--- config.mk ---
export PLATFORM = sky130hd
export DESIGN_NAME = alu_sequencer
export DESIGN_NICKNAME = d
export VERILOG_FILES = /design/src/rtl/alu_sequencer_pkg.sv /design/src/rtl/alu_seq_step.sv /design/src/rtl/alu_sequencer.sv
export SDC_FILE = /design/constraint.sdc
export NUM_CORES = 1
export LEC_CHECK = 0
export ABC_AREA = 1
export ABC_CLOCK_PERIOD_IN_PS = 2500
export CAP_MARGIN = 20
export CORE_MARGIN = 2
export CORE_UTILIZATION = 50
export CTS_BUF_LIST = sky130_fd_sc_hd__clkbuf_4
export DETAILED_ROUTE_END_ITERATION = 10
export PLACE_DENSITY = 0.74
export SLEW_MARGIN = 40
export SYNTH_ARGS = -nofsm -noshare
export SYNTH_HDL_FRONTEND = slang
export SYNTH_HIERARCHICAL = 1
export SYNTH_SLANG_ARGS = --single-unit
--- constraint.sdc ---
create_clock -name clk -period 2.5 [get_ports clk]
set_clock_uncertainty 0.2 [all_clocks]
set_input_delay 0.25 -clock clk [delete_from_list [all_inputs] [get_ports clk]]
set_output_delay 0.25 -clock clk [all_outputs]
set_load 0.01 [all_outputs]
--- src/rtl/alu_sequencer_pkg.sv ---
// rtl/alu_sequencer_pkg.sv - opcodes, FSM states and op-legality helper for alu_sequencer
// Legality of op 12 depends on ALU_SEQ_MUL_EN.
package alu_sequencer_pkg;

    localparam logic [3:0] OP_ADD  = 4'd0;
    localparam logic [3:0] OP_ADC  = 4'd1;
    localparam logic [3:0] OP_SUB  = 4'd2;
    localparam logic [3:0] OP_INC  = 4'd3;
    localparam logic [3:0] OP_DEC  = 4'd4;
    localparam logic [3:0] OP_AND  = 4'd5;
    localparam logic [3:0] OP_OR   = 4'd6;
    localparam logic [3:0] OP_XOR  = 4'd7;
    localparam logic [3:0] OP_NOT  = 4'd8;
    localparam logic [3:0] OP_SHL  = 4'd9;
    localparam logic [3:0] OP_SHR  = 4'd10;
    localparam logic [3:0] OP_LOAD = 4'd11;
    localparam logic [3:0] OP_MUL  = 4'd12;

    typedef enum logic [1:0] {
        ST_IDLE = 2'd0,
        ST_EXEC = 2'd1,
        ST_RESP = 2'd2
    } state_e;

    function automatic logic op_legal(input logic [3:0] op);
`ifdef ALU_SEQ_MUL_EN
        return op <= OP_MUL;
`else
        return op <= OP_LOAD;
`endif
    endfunction

endpackage

--- src/rtl/alu_seq_step.sv ---
// rtl/alu_seq_step.sv - combinational single-step ALU/shift function, one EXEC cycle's worth
// MUL partial-product port exists only when ALU_SEQ_MUL_EN is defined.
module alu_seq_step
    import alu_sequencer_pkg::*;
#(
    parameter int WIDTH = 4
) (
    input  logic [3:0]       op_i,
    input  logic [WIDTH-1:0] acc_i,
    input  logic [WIDTH-1:0] b_i,
    input  logic             c_i,
`ifdef ALU_SEQ_MUL_EN
    input  logic [WIDTH-1:0] mul_hi_i,
    output logic [WIDTH-1:0] mul_hi_o,
`endif
    output logic [WIDTH-1:0] acc_o,
    output logic             c_o
);

    logic [WIDTH:0] sum;

    always_comb begin
        sum   = '0;
        acc_o = acc_i;
        c_o   = c_i;
`ifdef ALU_SEQ_MUL_EN
        mul_hi_o = mul_hi_i;
`endif
        case (op_i)
            OP_ADD: begin
                sum          = {1'b0, acc_i} + {1'b0, b_i};
                {c_o, acc_o} = sum;
            end
            OP_ADC: begin
                sum          = {1'b0, acc_i} + {1'b0, b_i} + {{WIDTH{1'b0}}, c_i};
                {c_o, acc_o} = sum;
            end
            OP_SUB: begin
                sum          = {1'b0, acc_i} + {1'b0, ~b_i} + {{WIDTH{1'b0}}, 1'b1};
                {c_o, acc_o} = sum;
            end
            OP_INC: begin
                sum          = {1'b0, acc_i} + {{WIDTH{1'b0}}, 1'b1};
                {c_o, acc_o} = sum;
            end
            OP_DEC: begin
                sum          = {1'b0, acc_i} + {1'b0, {WIDTH{1'b1}}};
                {c_o, acc_o} = sum;
            end
            OP_AND: begin acc_o = acc_i & b_i; c_o = 1'b0; end
            OP_OR:  begin acc_o = acc_i | b_i; c_o = 1'b0; end
            OP_XOR: begin acc_o = acc_i ^ b_i; c_o = 1'b0; end
            OP_NOT: begin acc_o = ~acc_i;      c_o = 1'b0; end
            OP_SHL: begin
                acc_o = {acc_i[WIDTH-2:0], 1'b0};
                c_o   = acc_i[WIDTH-1];
            end
            OP_SHR: begin
                acc_o = {1'b0, acc_i[WIDTH-1:1]};
                c_o   = acc_i[0];
            end
            OP_LOAD: acc_o = b_i;
`ifdef ALU_SEQ_MUL_EN
            // acc doubles as the multiplier/low-product shift register; hi holds the upper half
            OP_MUL: begin
                sum      = {1'b0, mul_hi_i} + (acc_i[0] ? {1'b0, b_i} : '0);
                mul_hi_o = sum[WIDTH:1];
                acc_o    = {sum[0], acc_i[WIDTH-1:1]};
                c_o      = |sum[WIDTH:1];
            end
`endif
            default: ;
        endcase
    end

endmodule

--- src/rtl/alu_sequencer.sv ---
// rtl/alu_sequencer.sv - request/response sequencer driving alu_seq_step over multi-cycle ops
// Define ALU_SEQ_MUL_EN to enable the shift-add multiply on op 12.
module alu_sequencer
    import alu_sequencer_pkg::*;
#(
    parameter int WIDTH = 4,
    parameter int AMT_W = 2
) (
    input  logic             clk,
    input  logic             rst_n,
    input  logic             req_valid,
    output logic             req_ready,
    input  logic [3:0]       req_op,
    input  logic [WIDTH-1:0] req_b,
    input  logic [AMT_W-1:0] req_amt,
    output logic             rsp_valid,
    input  logic             rsp_ready,
    output logic [WIDTH-1:0] rsp_acc,
    output logic             rsp_c,
    output logic             rsp_z,
    output logic             rsp_err
);

    localparam int MAX_SHIFT = (2 ** AMT_W) - 1;
    localparam int MAX_CNT   = (WIDTH > MAX_SHIFT) ? WIDTH : MAX_SHIFT;
    localparam int CNT_W     = $clog2(MAX_CNT + 1);

    state_e           state_q, state_d;
    logic [WIDTH-1:0] acc_q, acc_d;
    logic             c_q, c_d;
    logic             err_q, err_d;
    logic             hold_q, hold_d;
    logic [3:0]       op_q, op_d;
    logic [WIDTH-1:0] b_q, b_d;
    logic [CNT_W-1:0] cnt_q, cnt_d;
    logic [WIDTH-1:0] step_acc;
    logic             step_c;
    logic             is_shift;
`ifdef ALU_SEQ_MUL_EN
    logic [WIDTH-1:0] mul_hi_q, mul_hi_d, step_hi;
`endif

    alu_seq_step #(.WIDTH(WIDTH)) u_step (
        .op_i     (op_q),
        .acc_i    (acc_q),
        .b_i      (b_q),
        .c_i      (c_q),
`ifdef ALU_SEQ_MUL_EN
        .mul_hi_i (mul_hi_q),
        .mul_hi_o (step_hi),
`endif
        .acc_o    (step_acc),
        .c_o      (step_c)
    );

    assign is_shift  = (req_op == OP_SHL) || (req_op == OP_SHR);
    assign req_ready = (state_q == ST_IDLE);
    assign rsp_valid = (state_q == ST_RESP);
    assign rsp_acc   = acc_q;
    assign rsp_c     = c_q;
    assign rsp_z     = (acc_q == '0);
    assign rsp_err   = err_q;

    always_comb begin
        state_d = state_q;
        acc_d   = acc_q;
        c_d     = c_q;
        err_d   = err_q;
        hold_d  = hold_q;
        op_d    = op_q;
        b_d     = b_q;
        cnt_d   = cnt_q;
`ifdef ALU_SEQ_MUL_EN
        mul_hi_d = mul_hi_q;
`endif
        case (state_q)
            ST_IDLE: begin
                if (req_valid) begin
                    op_d    = req_op;
                    b_d     = req_b;
                    err_d   = !op_legal(req_op);
                    // illegal ops and zero-length shifts burn one EXEC cycle without touching acc/c
                    hold_d  = !op_legal(req_op) || (is_shift && (req_amt == '0));
                    cnt_d   = CNT_W'(1);
                    if (is_shift && (req_amt != '0)) begin
                        cnt_d = CNT_W'(req_amt);
                    end
`ifdef ALU_SEQ_MUL_EN
                    if (req_op == OP_MUL) begin
                        cnt_d = CNT_W'(WIDTH);
                    end
                    mul_hi_d = '0;
`endif
                    state_d = ST_EXEC;
                end
            end
            ST_EXEC: begin
                if (!hold_q) begin
                    acc_d = step_acc;
                    c_d   = step_c;
`ifdef ALU_SEQ_MUL_EN
                    mul_hi_d = step_hi;
`endif
                end
                if (cnt_q == CNT_W'(1)) begin
                    state_d = ST_RESP;
                end else begin
                    cnt_d = cnt_q - CNT_W'(1);
                end
            end
            ST_RESP: begin
                if (rsp_ready) begin
                    state_d = ST_IDLE;
                end
            end
            default: state_d = ST_IDLE;
        endcase
    end

    always_ff @(posedge clk or negedge rst_n) begin
        if (!rst_n) begin
            state_q <= ST_IDLE;
            acc_q   <= '0;
            c_q     <= 1'b0;
            err_q   <= 1'b0;
            hold_q  <= 1'b0;
            op_q    <= OP_ADD;
            b_q     <= '0;
            cnt_q   <= '0;
`ifdef ALU_SEQ_MUL_EN
            mul_hi_q <= '0;
`endif
        end else begin
            state_q <= state_d;
            acc_q   <= acc_d;
            c_q     <= c_d;
            err_q   <= err_d;
            hold_q  <= hold_d;
            op_q    <= op_d;
            b_q     <= b_d;
            cnt_q   <= cnt_d;
`ifdef ALU_SEQ_MUL_EN
            mul_hi_q <= mul_hi_d;
`endif
        end
    end

endmodule

==> flow_metrics.tcl <==
set metrics [dict create \
    cts_tree "built" \
    yosys.area.top_type_share 0.246 \
    power.density_nw_per_um2 1290 \
    synth_cells 330 \
    rsz0062_at_grt "false" \
    crit_start "rsp_acc[0]" \
    antenna_found_initial 0 \
    power_leakage_nw 1.28 \
    final_nets 400 \
    path_cells "ha_4 > inv_1 > fa_1 > inv_2 > ha_1 > inv_1 > nor2_2 > nand3_1 > nand2_1 > nand3_1 > a21oi_2 > inv_1 > o21ai_2" \
    use_met3 0.0367 \
    finalCritPeriodShare 0.919 \
    grt_pass1_vias 1951 \
    path_clk_slew_ns 0.12 \
    status "finished, final reports clean" \
    hold_viol 0 \
    synth_cell_types 27 \
    fin_hold_ws_ns 0.0677 \
    clkLatencyLatePin_ns 0.30 \
    post-route-min-period_ns 2.30 \
    yosysTopAreaCell "dfrtp_1" \
    cts.sink_count 20 \
    std_cell_rows 23 \
    slowest_stage "dfrtp_1" \
    r2r_start "rsp_acc[0]" \
    crit_path_frequent_cell "inv_1" \
    drtIter0Drc 168 \
    worstPathArrival_ns 2.33 \
    grt_start_max_net_pins 21 \
    critPathRequiredTime_ns 2.53 \
    stdcell_area_um2 2450 \
    gr-usage-met2 0.422 \
    gp_congestion 1.06 \
    start_util 0.512 \
    dp_slack_ns 0.152 \
    slew_headroom 0.542 \
    placed_area_um2 2340 \
    numCtsBuffers 3 \
    drc_errors 0 \
    setup_viol 0 \
    htreeDepth 1 \
    dieHeight_um 67.8 \
    tightest_slew_ns 0.688 \
    synthTopCellsByCount "nand2_1, inv_1, nor2_1" \
    reg2reg_depth 13 \
    cts_root_buffer "clkbuf_4" \
    crit_fanout 4 \
    fmax_mhz 435 \
    ys_seq_area_frac 0.246 \
    viasPerCell 5.11 \
    dpl.hpwl_um 4120 \
    grt_overflow_total 0 \
    fin_util 0.617 \
    met1_usage 0.313 \
    synth_area_per_cell_um2 6.17 \
    synthFlopType "dfrtp_1" \
    ant_nets 0 \
    antenna-diode-count 0 \
    syn_area_um2 2030 \
    critical_path_class "flop to flop" \
    drt-wirelength-per-cell_um 12.6 \
    grt_busiest_layer "met2" \
    holdBufCountCts 0 \
    reg2reg_slack_ns 0.20 \
    ios 23 \
    clk_path_buf_depth 2 \
    slowest_delay_ns 0.43 \
    synthTopCellsByArea "dfrtp_1, nand2_1, ha_1, inv_1, nor2_1" \
    crit_path_start_kind "flop" \
    worstSetupEndpointType "flop" \
    drive_gt1_frac 0.107 \
    vias 2119 \
    drv_cap 0 \
    first_pass_iters 5 \
    syn_nets 364 \
    grt_pass1_wl_um 8540 \
    vdd_drop_max_mv 0.481 \
    die_w_um 67.8 \
    drv_slew 0 \
    ys_warn_count 6 \
    reg2reg_to "rsp_c" \
    die_area_um2 4590 \
    yosysMostFrequentCell "nand2_1" \
    async_reset_ff_frac 1.00 \
    wirelength_um 5250 \
    setup_tns_ns 0 \
    core_um2 3970 \
    min_path_type "input port to asynchronous set/reset pin" \
    grtUsageTotal 0.246 \
    synth_edf_count 0 \
    syn_to_final_growth_pct 20.5 \
    yosys_register_bits 20 \
    numPortBuffers 22 \
    setup_slack_ns 0.203 \
]
worst max path at each step:
| stage | endpoint | slack, ns | depth (start not counted) |
|---|---|---|---|
| after floorplan | rsp_c | 0.15 | 12 |
| after global routing | rsp_c | 0.0006 | 13 |
| after global placement | rsp_acc[2] | 0.21 | 12 |
| after CTS | rsp_c | 0.14 | 13 |
| final | rsp_c | 0.20 | 13 |
| after detailed placement | rsp_c | 0.15 | 13 |
cell type report:
| cell class | instances | area [um^2] |
|---|---|---|
| clock buffer | 3 | 22.5 |
| clock inverter | 1 | 3.75 |
| fill | 388 | 1520 |
| inverter | 56 | 214 |
| multi-input combinational | 250 | 1330 |
| sequential | 20 | 500 |
| tap | 50 | 62.6 |
| timing repair buffer | 35 | 322 |
worst max-delay path, delay by kind of cell (launching register included):
family / cells / cell delay, ns
fa+ha+maj: 3 / 0.74
flops: 1 / 0.43
simple gates: 4 / 0.36
compound gates: 2 / 0.24
buf+inv: 4 / 0.25
what timing repair did:
item | 4_1_cts | 5_1_grt
endpoints found under the setup margin | 0 | 2
resized for setup | 0 | 8
buffers inserted | 0 | 6
layout by cell type (no fill, tap or decap), types with 3 or more instances in the layout:
cell type and instances:
nand3_1 26, o21ai_2 6, nor2_2 4, o22ai_1 3, buf_4 12, a21oi_1 10
dfrtp_1 20, inv_2 3, inv_1 52, nor2_1 40, nand2_2 3, o21ai_0 10
nand4_1 8, clkbuf_4 3, ha_1 16, nand2_1 109, clkdlybuf4s50_1 22
flip-flops by register name, indices dropped and copies added (netlist names):
| name | cells |
|---|---|
| state_q | 2 |
| hold_q | 1 |
| op_q | 4 |
| rsp_c | 1 |
| rsp_acc | 4 |
| cnt_q | 3 |
| b_q | 4 |
| rsp_err | 1 |
layer usage:
layer / part of all wire / up-vias
met5: 0 / -
met4: 0.031 / 0
met3: 0.055 / 14
met2: 0.47 / 82
met1: 0.44 / 928
li1: - / 1095
cells by family (layout without fill, tap and decap cells):
kind of cell               after synthesis  count (layout)  share of synthesized area
AOI/OAI and AO/OA                       31              31                     0.0916
xor gates and xnor gates                 1               1                    0.00431
adders and majority gates               20              20                      0.130
buffers and inverters                   60              95                      0.117
DFF                                     20              20                      0.246
and+or+nand+nor                        198             198                      0.410
report_power, final:
part / internal, mW / switching (mW)
Combinational: 0.916 / 1.46
Sequential: 0.477 / 0.147
Clock: 0.0581 / 0.0978
metrics by stage:
step,std cells,power (mW)
floorplan,330,2.22
global placement,405,2.80
detailed placement,405,2.85
CTS,409,3.01
global route,415,3.52
finish,415,3.15
No activity file was read; power rests on OpenSTA's default activity.
==> RTL edit 1 (same settings) <==
`WIDTH` is set to 4 in 2 places; all go to 8.
--- a/src/rtl/alu_seq_step.sv
+++ b/src/rtl/alu_seq_step.sv
@@ -5,3 +5,3 @@
 #(
-    parameter int WIDTH = 4
+    parameter int WIDTH = 8
 ) (
--- a/src/rtl/alu_sequencer.sv
+++ b/src/rtl/alu_sequencer.sv
@@ -5,3 +5,3 @@
 #(
-    parameter int WIDTH = 4,
+    parameter int WIDTH = 8,
     parameter int AMT_W = 2
Interface: changed (resized req_b and rsp_acc); port bits go from 23 to 31. The function was not compared with the original's and may differ.
==> RTL edit 1 against the original RTL <==
Global-route usage increased by 8.6 points. Cell count increased by 78%. Worst hold slack improved by 6.0 ps. Non-clock buffer count increased by 39. Clock power increased by 100%. Sequential share of layout area decreased by 4.0 points. Sequential cell count increased by 9. Area after synthesis increased by 72%. Power increased by 100%. Final area increased by 81%. Maximum frequency decreased by 7.0%. Utilization increased by 3.4 points. Worst setup slack got worse by 170 ps. Wire length increased by 140%. Largest cell class unchanged. Largest power group unchanged. Highest routed layer unchanged.
==> RTL edit 1: results (changes against the original RTL) <==
The flow ran to the end, and the final reports show no timing, DRC or antenna violations. The total length of routed met3 wires came out at 1.288 mm (+350%). Proportion of synthesized chip area in sequential cells: 20.76% (-3.8 points). The run gives 621 (+71%) as the net count of the mapped netlist. The total of fill cells in the finished design was 647 (+67%). The run gives 1.046 (-1.4%) as the weighted congestion reported at the end of routability-driven placement. First-pass iteration count of the detailed router: 6 (+1). For the leakage power, the log shows 2.175 nW (+70%). The number of storage elements in the synthesis netlist came out at 29 (+45%). Routed length per instance: 17.07 µm (+35%). The final instance count without filler cells was 738 (+78%). For the setup slack on the worst flop-to-flop path, the log shows 30 ps (-170 ps). The number of cells produced by synthesis came out at 571 (+73%). The maximum fanout count along the critical path works out to 3 (-1). The post-synthesis share of cell area spent on full adders, half adders and majority gates is 11.88% (-1.2 points).

For the cell count after placement, the log shows 724 (+79%). The instance area at placement is 4121 µm² (+76%), and the non-clock inverter count in the final layout is 76 (+36%). The worst hold margin is 73.69 ps (+5.966 ps), and the first-pass GRT wire length is 19.15 mm (+120%).

The depth of the CTS H-tree is 2 (+1). The total power divided by cell area came out at 1438 nW/µm² (+12%). Total met2 wirelength after detailed routing: 5.854 mm (+140%).

The estimated wirelength of the detail-placed design is 9.634 mm (+130%). The area taken by multi-input logic gates is 2590 µm² (+95%). Count of plain and timing-repair buffers: 74 (+110%).

Slew at the pin closest to its max-slew limit: 455.3 ps (-232.3 ps). The worst ir drop on vdd came out at 0.6620 mV (+38%). The met2 routing resource usage after global routing is 54.34% (+12 points), and the synthesized-area fraction occupied by xor and xnor cells is 0.2505% (-0.18 points).

The proportion of final cell area spent on non-clock buffers was 14.51% (+1.4 points); the share of the final layout cell area in multi-input gates was 58.54% (+4.4 points).
[RTL edit 1: cell types whose count changed after synthesis, sizes merged, moves of 9 or more]
| cell | change |
|---|---|
| a21oi | +9 |
| dfrtp | +9 |
| ha | +12 |
| inv | +18 |
| nand2 | +82 |
| nand3 | +33 |
| nor2 | +25 |
| o21ai | +9 |
[RTL edit 1: worst max-delay path: stages (launching register included)]
cell and delay [ps]:
dfrtp_2 440, ha_4 180, inv_4 60, fa_2 430, inv_2 90, ha_4 130, inv_2 40, nor2_4 130
nand3_4 120, nor2_4 130, nand3_2 100, nand2_2 90, nand3_2 80, nand3_2 80, nand3_2 70, nand2_1 60
[RTL edit 1: how the worst max path moves through the flow]
stage	cells past startpoint	to
after global placement	14	rsp_c$_DFFE_PN0P_
after global routing	14	rsp_c$_DFFE_PN0P_
after CTS	14	rsp_c$_DFFE_PN0P_
after floorplan	13	rsp_c$_DFFE_PN0P_
after detailed placement	14	rsp_c$_DFFE_PN0P_
final	15	rsp_c$_DFFE_PN0P_
==> RTL edit 2 (config.mk and constraints unchanged) <==
Made on the original files. Remove the case item `OP_DEC` of the case on `op_i`.
--- a/src/rtl/alu_seq_step.sv
+++ b/src/rtl/alu_seq_step.sv
@@ -45,6 +45,2 @@
             end
-            OP_DEC: begin
-                sum          = {1'b0, acc_i} + {1'b0, {WIDTH{1'b1}}};
-                {c_o, acc_o} = sum;
-            end
             OP_AND: begin acc_o = acc_i & b_i; c_o = 1'b0; end
Formal check against the unedited RTL: not equivalent (Yosys sat finds a counterexample within 4 cycles, from zero or initial values and one cycle with rst_n low).
==> RTL edit 2 against the original RTL <==
Maximum frequency is 6.4% lower. Wire length down 12%. Area after synthesis is 6.5% lower. Power shrank 9.6%. Die area is 6.1% lower. Worst setup slack got worse by 160 ps. Sequential cell count is the same. Final area fell by 7.7%. Critical path type unchanged. Largest power group unchanged. Highest routed layer unchanged.
==> RTL edit 2: results (changes against the original RTL) <==
The mean post-synth cell area is 6.608 µm² (+7.2%). The run gives 4.611 mm (-12%) as the final wirelength. Leakage power: 1.145 nW (-11%).

The endpoint of the most critical setup path is rsp_acc[1]$_DFFE_PN0P_. The run finished with clean final reports. The clock period minus worst slack is 2455 ps (+157.9 ps), and the global-route track usage on met1 is 32.04% (+0.77 points). For the worst slack at placement, the log shows 56.88 ps (-94.86 ps).

The reported sequential group power is 631 µW (+1%), and the maximum fanout count along the critical path is 3 (-1). The met2 routing resource usage after global routing was 40.03% (-2.1 points); the cell count after placement was 362 (-11%). Met3 demand-to-capacity share in global routing: 3.082% (-0.58 points).

The standard cell with the maximum stage delay on the critical path is fa_1. Yosys attributes the largest share of cell area to dfrtp_1 26%, nand2_1 16%, ha_1 11%. The routed length per instance is 12.56 µm (-0.63%). Met1 wire length: 2.043 mm (-11%). For the total number of multi-input combinational cells, the log shows 216 (-14%). The logs give 2.199 mm (-12%) for the total met2 wirelength after detailed routing and 360 (-7.2%) for the total of fill cells in the finished design. DRC violation total after the first TritonRoute iteration: 247 (+47%). Counting instances in the post-synthesis netlist gives the leading cell types as 80 x nand2_1, 45 x inv_1, 33 x nor2_1, 26 x nand3_1, 20 x dfrtp_1. The area fraction of clock buffers and clock inverters was 0.9950% (-0.077 points).

Proportion of cell area occupied by registers: 22.11% (+1.7 points). Cell count of the worst reg-to-reg path: 11 (-2).
RTL edit 2: changes by cell type in the layout (fill, tap and decap cells not counted), moves of 3 or more:
cell | before | now
buf_4 | 12 | 8
inv_1 | 52 | 44
nand2_1 | 109 | 80
nand4_1 | 8 | 2
nor2_1 | 40 | 33
o21ai_1 | 0 | 3
RTL edit 2: worst min path at each step:
stage | start | to | slack, ps | cells past startpoint
final | rst_n | hold_q$_DFFE_PN0P_ | 70 | 2
after global routing | rst_n | state_q[0]$_DFFE_PN0P_ | 90 | 2
after CTS | rst_n | hold_q$_DFFE_PN0P_ | 70 | 2
after detailed placement | cnt_q[1]$_DFFE_PN0P_ | cnt_q[1]$_DFFE_PN0P_ | 270 | 2
after global placement | cnt_q[1]$_DFFE_PN0P_ | cnt_q[1]$_DFFE_PN0P_ | 260 | 2
after floorplan | rst_n | b_q[0]$_DFFE_PN0P_ | -250 | 0
